--- config.mk ---
export PLATFORM = sky130hd
export DESIGN_NAME = seg_scan_reader
export DESIGN_NICKNAME = d
export VERILOG_FILES = /design/src/rtl/seg_pkg.sv /design/src/rtl/seg_pattern_decode.sv /design/src/rtl/seg_scan_reader.sv
export SDC_FILE = /design/constraint.sdc
export NUM_CORES = 1
export LEC_CHECK = 0
export ABC_AREA = 1
export CAP_MARGIN = 25
export CORE_MARGIN = 4
export CORE_UTILIZATION = 50
export CTS_BUF_LIST = sky130_fd_sc_hd__clkbuf_16
export CTS_CLUSTER_DIAMETER = 100
export CTS_CLUSTER_SIZE = 12
export DETAILED_ROUTE_END_ITERATION = 7
export PLACE_DENSITY_LB_ADDON = 0.3
export SYNTH_ARGS = -nofsm -noshare
export SYNTH_HDL_FRONTEND = slang
export SYNTH_HIERARCHICAL = 1
export SYNTH_SLANG_ARGS = --single-unit
--- constraint.sdc ---
create_clock -name clk -period 3.4 [get_ports clk]
set_input_delay 0.68 -clock clk [delete_from_list [all_inputs] [get_ports clk]]
set_output_delay 0.68 -clock clk [all_outputs]
set_load 0.02 [all_outputs]
--- src/rtl/seg_pkg.sv ---
`default_nettype none
// +----------------------------------------------------------------------+
// | seg_pkg: segment bit positions, hex code table and scan states.      |
// | Rev 1.0                                                               |
// +----------------------------------------------------------------------+
package seg_pkg;

  localparam int SEG_A  = 7;
  localparam int SEG_G  = 1;
  localparam int SEG_DP = 0;

  localparam logic [6:0] SEG_BLANK = 7'h7F;

  // Active-low a..g patterns, entry i draws hex digit i; shared with the encoder.
  localparam logic [15:0][6:0] SEG_CODE = {
    7'h38, 7'h30, 7'h42, 7'h31, 7'h60, 7'h08, 7'h04, 7'h00,
    7'h0F, 7'h20, 7'h24, 7'h4C, 7'h06, 7'h12, 7'h4F, 7'h01
  };

  typedef enum logic [0:0] {
    SETTLE = 1'b0,
    HELD   = 1'b1
  } scan_state_e;

endpackage : seg_pkg
`default_nettype wire

--- src/rtl/seg_pattern_decode.sv ---
`default_nettype none
// +----------------------------------------------------------------------+
// | seg_pattern_decode: active-low segment byte to hex value and flags.  |
// | Rev 1.0                                                               |
// +----------------------------------------------------------------------+
module seg_pattern_decode
  import seg_pkg::*;
(
  input  logic [7:0] pattern,
  output logic [3:0] val,
  output logic       dp,
  output logic       blank,
  output logic       err
);

  logic [6:0] segs;
  logic       hit;

  assign segs = pattern[SEG_A:SEG_G];

  always_comb begin
    val   = 4'h0;
    dp    = ~pattern[SEG_DP];
    blank = 1'b0;
    err   = 1'b0;
    hit   = 1'b0;
    if (segs == SEG_BLANK) begin
      blank = 1'b1;
    end else begin
      for (int i = 0; i < 16; i++) begin
        if (segs == SEG_CODE[i]) begin
          val = 4'(i);
          hit = 1'b1;
        end
      end
      err = ~hit;
    end
  end

endmodule : seg_pattern_decode
`default_nettype wire

--- src/rtl/seg_scan_reader.sv ---
`default_nettype none
// +----------------------------------------------------------------------+
// | seg_scan_reader: debounces a multiplexed 7-seg bus and captures each |
// | digit's decoded value. Rev 1.0                                        |
// +----------------------------------------------------------------------+
module seg_scan_reader
  import seg_pkg::*;
#(
  parameter int NDIG          = 8,
  parameter int STABLE_CYCLES = 4
) (
  input  logic                      clk,
  input  logic                      rst_n,
  input  logic [7:0]                seg_n,
  input  logic [NDIG-1:0]           an_n,
  input  logic                      clr,
  output logic [4*NDIG-1:0]         digit_val,
  output logic [NDIG-1:0]           digit_dp,
  output logic [NDIG-1:0]           digit_blank,
  output logic [NDIG-1:0]           digit_err,
  output logic                      upd,
  output logic [$clog2(NDIG)-1:0]   upd_idx,
  output logic                      frame_done
);

  localparam int CNT_W = $clog2(STABLE_CYCLES + 1);
  localparam int IDX_W = $clog2(NDIG);
  localparam int SMP_W = NDIG + 8;

  logic [SMP_W-1:0] s_q;
  logic [SMP_W-1:0] sample;
  logic             changed;
  logic [CNT_W-1:0] cnt;
  logic             cnt_match;
  scan_state_e      state;
  scan_state_e      state_nxt;

  logic [NDIG-1:0]  an_low;
  logic             one_hot;
  logic [IDX_W-1:0] idx;
  logic             capture;
  logic             commit;
  logic [NDIG-1:0]  seen;
  logic [NDIG-1:0]  seen_nxt;
  logic             seen_full;

  logic [3:0]       dec_val;
  logic             dec_dp;
  logic             dec_blank;
  logic             dec_err;

  assign sample    = {an_n, seg_n};
  assign changed   = (sample != s_q);
  assign cnt_match = (cnt == CNT_W'(STABLE_CYCLES - 1));

  assign an_low  = ~s_q[SMP_W-1:8];
  assign one_hot = (an_low != '0) && ((an_low & (an_low - NDIG'(1))) == '0);

  always_comb begin
    idx = '0;
    for (int i = 0; i < NDIG; i++) begin
      if (an_low[i]) idx = IDX_W'(i);
    end
  end

  seg_pattern_decode u_decode (
    .pattern (s_q[7:0]),
    .val     (dec_val),
    .dp      (dec_dp),
    .blank   (dec_blank),
    .err     (dec_err)
  );

  always_ff @(posedge clk or negedge rst_n) begin
    if (!rst_n) begin
      s_q   <= '1;
      cnt   <= '0;
      state <= SETTLE;
    end else begin
      s_q   <= sample;
      state <= state_nxt;
      if (changed) begin
        cnt <= '0;
      end else if (state == SETTLE && !cnt_match) begin
        cnt <= cnt + CNT_W'(1);
      end
    end
  end

  always_comb begin
    state_nxt = state;
    if (changed) begin
      state_nxt = SETTLE;
    end else if (state == SETTLE && cnt_match) begin
      state_nxt = HELD;
    end
  end

  // A window that closes without exactly one anode low is consumed silently.
  always_comb begin
    capture = 1'b0;
    if (state == SETTLE && !changed && cnt_match && one_hot) begin
      capture = 1'b1;
    end
  end

  assign commit    = capture && !clr;
  assign seen_nxt  = seen | (NDIG'(1) << idx);
  assign seen_full = &seen_nxt;

  always_ff @(posedge clk or negedge rst_n) begin
    if (!rst_n) begin
      digit_val   <= '0;
      digit_dp    <= '0;
      digit_blank <= '1;
      digit_err   <= '0;
      seen        <= '0;
      upd         <= 1'b0;
      upd_idx     <= '0;
      frame_done  <= 1'b0;
    end else begin
      upd        <= commit;
      frame_done <= commit && seen_full;
      if (clr) begin
        digit_val   <= '0;
        digit_dp    <= '0;
        digit_blank <= '1;
        digit_err   <= '0;
        seen        <= '0;
      end else if (capture) begin
        upd_idx <= idx;
        seen    <= seen_full ? '0 : seen_nxt;
        for (int i = 0; i < NDIG; i++) begin
          if (idx == IDX_W'(i)) begin
            digit_val[4*i +: 4] <= dec_val;
            digit_dp[i]         <= dec_dp;
            digit_blank[i]      <= dec_blank;
            digit_err[i]        <= dec_err;
          end
        end
      end
    end
  end

endmodule : seg_scan_reader
`default_nettype wire

Word level (Yosys, flattened, before mapping)
Index checks and enable logic that the tools add are counted.

storage, ports and cells
  bits in registers = 89
  input bits = 19
  output and inout port bits = 61
  word-level logic and storage cells = 200

operators by class
  $add $sub $neg = 2
  equality and inequality tests = 25
  shift-type cells = 1
  muxes and demuxes = 90
  bitwise gates (word level) = 7
  reductions and logical operators = 36

operator list
  kind                                                                    count
  8-bit two-way mux                                                       9
  4-bit two-way mux                                                       17
  32-bit two-way mux                                                      2
  1-bit two-way mux                                                       48
  7-bit by 6-bit equality test with 1-bit output (second input constant)  5
  7-bit equality test (second input constant)                             5
  3-bit two-way mux                                                       10
  2-bit nonzero test                                                      11
  2-bit AND reduction                                                     9
  16-bit != test                                                          1
  7-bit by 3-bit equality test with 1-bit output (second input constant)  2
  7-bit by 4-bit equality test with 1-bit output (second input constant)  2
  3-bit equality test (second input constant)                             4
  3-bit by 2-bit equality test with 1-bit output (second input constant)  3
  8-bit bitwise AND                                                       1
  1-bit logical AND                                                       8
  8-bit logical NOT                                                       1
  2-bit two-way mux                                                       4
  8-bit inverter                                                          1
  8-bit OR                                                                1
  8-bit AND reduction                                                     1
  8-bit nonzero test                                                      1
  1-bit by 3-bit << shifter with 8-bit output (first input constant)      1
  8-bit by 1-bit subtractor with 8-bit output (second input constant)     1
  other kinds (8)                                                         13

Depth between registers and ports, before layout
Gate-level depths: netlist of the first run.

  depth after elaboration = 23
  depth in mapped cells = 13
  depth with buffers taken out = 13

Modules after synthesis
Netlist of the first run, hierarchy kept.

modules (own cells, without submodules)
  module              times used  cells each  area an instance (sq um)
  seg_scan_reader     1           434         4033.9
  seg_pattern_decode  1           64          329.1

Worst setup path before layout of the first run
Ideal clock, no wire load.

  path type = input to register
  from = input an_n[0]
  to = register digit_val[28]
  arrival = 1.884 ns
  setup slack = 1.389 ns
  cell stages on the path = 10
  buffers on the path = 2
  cells stage by stage = xnor2_1 > nand2_1 > nor2_1 > nand2_1 > nor2_4 > buf_4 > nand3_2 > buf_6 > nand3_1 > o21ai_0

on the way
  longest elaborated chain between the ends = 8

ends and longest elaborated chain
  element                               RTL line                source
  from (decl)                           seg_scan_reader.sv:15   input logic [NDIG-1:0] an_n,
  16-bit != test                        seg_scan_reader.sv:53   assign changed = (sample != s_q);
  1-bit logical NOT                     seg_scan_reader.sv:102  if (state == SETTLE && !changed && cnt_match && one_hot) begin
  1-bit logical AND (3 in series)       seg_scan_reader.sv:102
  1-bit two-way mux                     seg_scan_reader.sv:102
  2-bit nonzero test (no source line)   -
  2-bit AND reduction (no source line)  -
  to (signal, indexed assignment)       seg_scan_reader.sv:135  digit_val[4*i +: 4] <= dec_val;
  to (decl)                             seg_scan_reader.sv:17   output logic [4*NDIG-1:0] digit_val,

No other way between the ends.
A chain may end at the register's enable or synchronous reset.

Worst setup path after layout of the first run
  from = input seg_n[2]
  to = register digit_err[7]

on the way
  longest elaborated chain between the ends = 8

ends and longest elaborated chain
  element                               RTL line                source
  from (decl)                           seg_scan_reader.sv:14   input logic [7:0] seg_n,
  16-bit != test                        seg_scan_reader.sv:53
  1-bit logical NOT                     seg_scan_reader.sv:102
  1-bit logical AND (3 in series)       seg_scan_reader.sv:102
  1-bit two-way mux                     seg_scan_reader.sv:102
  2-bit nonzero test (no source line)   -
  2-bit AND reduction (no source line)  -
  to (signal, indexed assignment)       seg_scan_reader.sv:138  digit_err[i] <= dec_err;
  to (decl)                             seg_scan_reader.sv:20   output logic [NDIG-1:0] digit_err,

No other way between the ends.

==> results.md, run 1 <==
- # hold bufs at CTS: 0
- DR DRC count: 0
- Clock power share: 0.440
- Outcome: finished clean
- Setup Fix Bufs, Post-CTS: 0
- Clock tree root driver cell: clkbuf_16
- Row Count: 33
- Crit path max fanout: 14
- Yosys reg bits: 89
- Switching power of the nets: 572 uW
- Post-synthesis instance area: 4360 um^2
- Setup-failing EPs final: 0
- Hold Path Class: in2async
- Slew Viols, Final: 0
- Iter 0 DRT Violations: 200
- Syn Area/Cell: 8.76 um^2
- Compound-Gate Fraction of Synth Area: 0.0697
- First-pass DRT Iterations: 5
- Clock Skews: 0.0130 ns
- Clk slew on worst S/H paths: 0.07 ns
- Reg-to-reg slack, setup: 1.06 ns
- Maxcap violations: 0
- Post-synth cell types: 34
- Main synth FF type: dfrtp_1
- Combinational fraction of design power: 0.079
- Routed wire per std cell: 14.9 um
- Boundary Pins: 80
- Synth Area in Adders: 0.00574
- Clock buffer depth: 2
- Reg2reg path depth: 11
- Arrival @ worst endpoint: 2.77 ns
- DRT Wirelength: 10.2 mm
- Largest net degree at the start of global routing: 55
- Worst setup EP type: flop
- LEAKAGE: 0.00253 uW
- H-tree depth: 3
- Antenna Cells: 0
- Synth warn: 6
- Mux share of post-synthesis cell area: 0
- Vias in the first global route: 3642
- Layout Nets: 593
- Routed Antenna Nets: 0
- VDD IR max: 0.317 mV
- Final hold slack: 0.316 ns
- Synth Area in Simple Gates: 0.306
- Die width: 101 um
- RSZ-0062 raised after global routing: no
- Tcrit/Tclk final: 0.753
- Worst flop-to-flop path endpoint: digit_err[7]$_DFFE_PN0P_
- Syn_nets: 519
- Final hold viol count: 0
- Sw Share: 0.247
- Critical Setup Path Class: in2reg
- Vias: 3663
- Port Buffers: 79
- Layout cells sized above 1: 0.144
- Slew @ Worst Pin: 0.560 ns
- Cell count after synthesis: 498
- Max Fclk: 0.391 GHz
- Post_cts resized: 0
- Post-detail-place hpwl: 7.09 mm
- Setup TNS: 0 ns
- Die height: 101 um
- Commonest non-fill, non-tap cell in the layout: nand2_1
- Num Clock Sinks: 89
- Total CTS buffers: 9
- P_int: 1740 uW
- Critical Path RT: 3.61 ns
- CTS tree: built
- Post-layout minimum cycle time: 2.56 ns
- Initial Util: 0.523
- Routed vias/inst: 5.37
- Die area: 10300 um^2
- P&R area growth vs syn: 25.9%
- CP Launch Type: primary input
- Placer Congestion: 0.883
- First-pass GRT wire length: 17.3 mm
- Seq pwr share: 0.481
- Async set-reset flop share out of synthesis: 1.00
- PD cells: 422 nW/um^2
- Worst r2r src: s_q[4]$_DFF_PN1_
- Most frequent cells in the layout: nand2_1 (117), clkdlybuf4s50_1 (78), nand3_1 (72), dfrtp_1 (65), inv_1 (46)
- Total track usage: 0.213
- Antenna violations before repair: 0
- GR Overflow Total: 0
- Post-Synth XOR/XNOR Area: 0.0281
- Max transition margin: 0.626
- Core Area: 8340 um^2
- Number of synthesized flops with an enable pin: 0
- Post-synthesis sequential area ratio: 0.517
- Combinational family with the most area after synthesis: simple AND/OR/NAND/NOR gates
- Skew-Pair Late Insertion Delay: 0.34 ns
sequential cells by signal (all words and copies together) (netlist names):
name         count
cnt              3
digit_blank      8
digit_dp         8
digit_err        8
digit_val       32
frame_done       1
s_q             16
seen             8
state            1
upd              1
upd_idx          3
metrics by stage:
stage	std cells	worst slack, ns	utilization	total power, uW	area [um^2]
2_1_floorplan	498	1.39	-	1230	4360
3_5_place_dp	666	0.504	0.622	1320	5190
4_1_cts	682	0.835	0.659	2330	5490
6_report	682	0.840	0.659	2320	5490
5_1_grt	682	0.635	0.659	2410	5490
3_3_place_gp	666	0.625	0.622	1310	5190
cell families after synthesis:
group,after synthesis
xor gates and xnor gates,14
DFF,89
AOI/OAI and AO/OA,58
buffers and inverters,72
adders and majority gates,2
and+or+nand+nor,263
how the worst max path moves through the flow:
stage,startpoint,to,slack [ns]
floorplan,an_n[0],digit_val[28]$_DFFE_PN0P_,1.39
CTS,seg_n[2],digit_err[7]$_DFFE_PN0P_,0.83
detailed placement,seg_n[2],digit_dp[7]$_DFFE_PN0P_,0.50
global route,an_n[5],digit_dp[7]$_DFFE_PN0P_,0.64
global placement,seg_n[2],digit_val[31]$_DFFE_PN0P_,0.63
finish,seg_n[2],digit_err[7]$_DFFE_PN0P_,0.84
final cells by class:
class / count / area (um^2)
clock buffers: 9 / 225
repair buffers: 82 / 811
fillers: 670 / 2850
inverters: 53 / 199
well taps: 105 / 131
flip-flops and latches: 89 / 2260
clock inverters: 7 / 81.3
multi-input cells: 337 / 1790
cell usage after synthesis, types with 2 or more instances:
library cell,count,share of area
inv_2,6,0.0052
nand4_1,8,0.011
nor2_1,30,0.026
nand3_4,8,0.032
nor2_2,3,0.0043
clkbuf_1,5,0.0043
dfrtp_1,65,0.37
o21ai_0,28,0.032
inv_1,46,0.040
nor3_1,5,0.0057
buf_1,3,0.0026
buf_2,4,0.0046
nand3_1,72,0.083
nand2_2,7,0.010
buf_6,5,0.013
xnor2_1,14,0.028
o21ai_1,26,0.030
nand2_4,2,0.0052
dfstp_2,24,0.14
nor2_4,5,0.013
nand3_2,2,0.0046
nand2_1,117,0.10
ha_1,2,0.0057
critical path: stages:
cell and delay, ns:
clkdlybuf4s50_1 0.50, xnor2_1 0.13, nand2_1 0.09, nor2_1 0.12, nand2_1 0.13, nor2_4 0.46
nand3_2 0.37, nand3_1 0.18, o21ai_1 0.10
power by group through the flow:
stage	logic, uW	clock network, uW	registers (uW)
after floorplan	89.5	0	1140
after global placement	179	0	1130
after detailed placement	183	0	1130
after CTS	185	1030	1110
after global routing	205	1090	1120
final	183	1020	1110
metal layers:
layer  global-route usage  vias to the layer above  part of all wire
met5                    0                        -                 0
met2                0.360                      120              0.50
met1                0.274                     1757              0.44
met3               0.0365                       13             0.050
met4               0.0849                        0             0.013
li1                     -                     1773                 -
Note: power is estimated with default switching activity, not from simulation.
==> run 2: changes to the inputs <==
==> constraint.sdc (replaced) <==
create_clock -name clk -period 2.4 [get_ports clk]
set_input_delay 0.48 -clock clk [delete_from_list [all_inputs] [get_ports clk]]
set_output_delay 0.48 -clock clk [all_outputs]
set_load 0.02 [all_outputs]
==> run 2 against run 1 <==
  * Power increased by 39%
  * Non-clock buffer count rose by 3
  * Clock power up 36%
  * Final cell count is 0.44% higher
  * Register-to-register slack worse by 0.83 ns
  * Clock-buffer cell count unchanged
  * Worst setup slack got worse by 0.61 ns
  * First-iteration DRC count is 9.5% higher
  * Combinational power grew 44%
==> results.md, run 2 (synthesized netlist as in run 1, its figures left out) <==
- Outcome: finished clean
- Crit path max fanout: 16
- Num Clock Sinks: 89
- PnR worst setup slack: 0.231 ns
- Most Frequent Cell on Critical Path: nor2_1
- Critical Path RT: 2.68 ns
- Setup TNS: 0 ns
- Most flops, register: digit_val
- RSZ-0062 raised after global routing: no
- Max transition margin: 0.725
- WP buf/inv: 1
- Family with the most delay on the worst path: simple AND/OR/NAND/NOR gates
- Post-detail-place hpwl: 7.22 mm
- Antenna violations before repair: 0
- Clock buffer depth: 2
- P&R area growth vs syn: 27.0%
- Worst path cell trace: ha_1 -> ha_1 -> inv_1 -> nor2_1 -> nand3_1 -> nor2_1 -> nand3_2 -> nor2_8 -> nand3_4 -> nor2_1 -> nand2_1 -> nand2_1
- LEAKAGE: 0.00254 uW
- Maxcap violations: 0
- Most frequent cells in the layout: nand2_1 (117), clkdlybuf4s50_1 (78), nand3_1 (72), dfrtp_1 (65), inv_1 (46)
- Iter 0 DRT Violations: 219
- Vias: 3645
- Antenna Cells: 0
- Skew-Pair Late Insertion Delay: 0.34 ns
- Total power draw: 3230 uW
- Arrival @ worst endpoint: 2.45 ns
- Vias in the first global route: 3535
- CTS tree: built
- FF/Latch Area: 2260 um^2
- Tcrit/Tclk final: 0.904
- Initial Util: 0.523
- Max incr delay on CP: 0.38 ns
- Area of the multi-input gates: 1800 um^2
- Core Area: 8340 um^2
- Clock Skews: 0.00804 ns
- CP Launch Type: flop
- Total track usage: 0.205
- Post-route core utilization: 0.664
- Routed vias/inst: 5.32
- Port Buffers: 79
- Commonest non-fill, non-tap cell in the layout: nand2_1
- Hold Path Class: in2async
- Slew @ Worst Pin: 0.411 ns
- Total CTS buffers: 9
- Layout cells sized above 1: 0.148
- Clk slew on worst S/H paths: 0.07 ns
- Reg2reg path depth: 12
- Slowest CP cell: dfrtp_1
- H-tree depth: 3
- Dpl ws: 0.0491 ns
- DR DRC count: 0
- PD cells: 583 nW/um^2
- Die height: 101 um
- Die area: 10300 um^2
- Clock tree root driver cell: clkbuf_16
- Largest register FFs: 32
- DRT Wirelength: 9.87 mm
- Critical Setup Path Class: reg2reg
- Post-layout minimum cycle time: 2.17 ns
- Worst setup EP type: flop
- Routed wire per std cell: 14.4 um
- Row Count: 33
- First-pass DRT Iterations: 5
- Max Fclk: 0.461 GHz
- Routed Antenna Nets: 0
- Placer Congestion: 0.874
- Top flop regs: digit_val: 32 flops, s_q: 16 flops
- Fillcell total: 665
- Setup-failing EPs final: 0
- Slew Viols, Final: 0
- Critical path depth: 12
- Largest net degree at the start of global routing: 55
- VDD IR max: 0.349 mV
- GR Overflow Total: 0
- Layout Nets: 596
- Boundary Pins: 80
- Die width: 101 um
- First-pass GRT wire length: 16.7 mm
- Final hold viol count: 0
==> run 2: worst paths after layout <==
| check | from | slack [ns] | to |
|---|---|---|---|
| worst max-delay path | cnt[0]$_DFFE_PN0P_ | 0.23 | seen[4]$_DFFE_PN0P_ |
| worst min-delay path | rst_n | 0.0007 | digit_val[31]$_DFFE_PN0P_ |
| worst max register to register | cnt[0]$_DFFE_PN0P_ | 0.23 | seen[4]$_DFFE_PN0P_ |
| worst min register to register | digit_blank[3]$_DFFE_PN1P_ | 0.50 | digit_blank[3]$_DFFE_PN1P_ |
| max in group asynchronous | rst_n | 1.81 | s_q[14]$_DFF_PN1_ |
| min in group clk | digit_blank[3]$_DFFE_PN1P_ | 0.50 | digit_blank[3]$_DFFE_PN1P_ |
==> run 2: report_power, final <==
group          internal [uW]  total (uW)  switching (uW)
sequential              1550        1580            29.9
combinational            102         263             160
clock                    736        1390             655
==> run 2: timing repair <==
action / CTS / global route
endpoints found under the setup margin: 0 / 2
hold buffers: 0 / 0
hold endpoints to repair: 0 / 0
setup buffers: 0 / 0
resized for setup: 0 / 1
==> run 2: stage by stage <==
step | std cells | hold slack (ns) | cell area, um^2
2_1_floorplan | 498 | 0.184 | 4360
3_3_place_gp | 669 | 0.361 | 5230
3_5_place_dp | 669 | 0.367 | 5230
4_1_cts | 685 | 0.000447 | 5530
5_1_grt | 685 | 0.00531 | 5540
6_report | 685 | 0.000731 | 5540
==> run 2: worst reg2reg max path: cells and delay by family, from the launching register on <==
| kind | cells | cell delay [ns] |
|---|---|---|
| buffers and inverters | 1 | 0.05 |
| flip-flops | 1 | 0.38 |
| AND/OR/NAND/NOR | 9 | 1.35 |
| adder cells (fa/ha/maj) | 2 | 0.34 |
==> run 2: layout make-up <==
cell class | count | share of cell area
sequential | 89 | 0.407
multi-input combinational | 337 | 0.324
timing repair buffer | 85 | 0.155
clock buffer | 9 | 0.0406
inverter | 53 | 0.0359
tap | 105 | 0.0237
clock inverter | 7 | 0.0135
==> run 2: routing by layer <==
metal  vias to the layer above  part of all wire  global-route usage
met5                         -                 0                   0
met4                         0             0.011              0.0562
met3                        10             0.060              0.0468
met2                       100              0.48               0.339
met1                      1765              0.45               0.272
li1                       1770                 -                   -
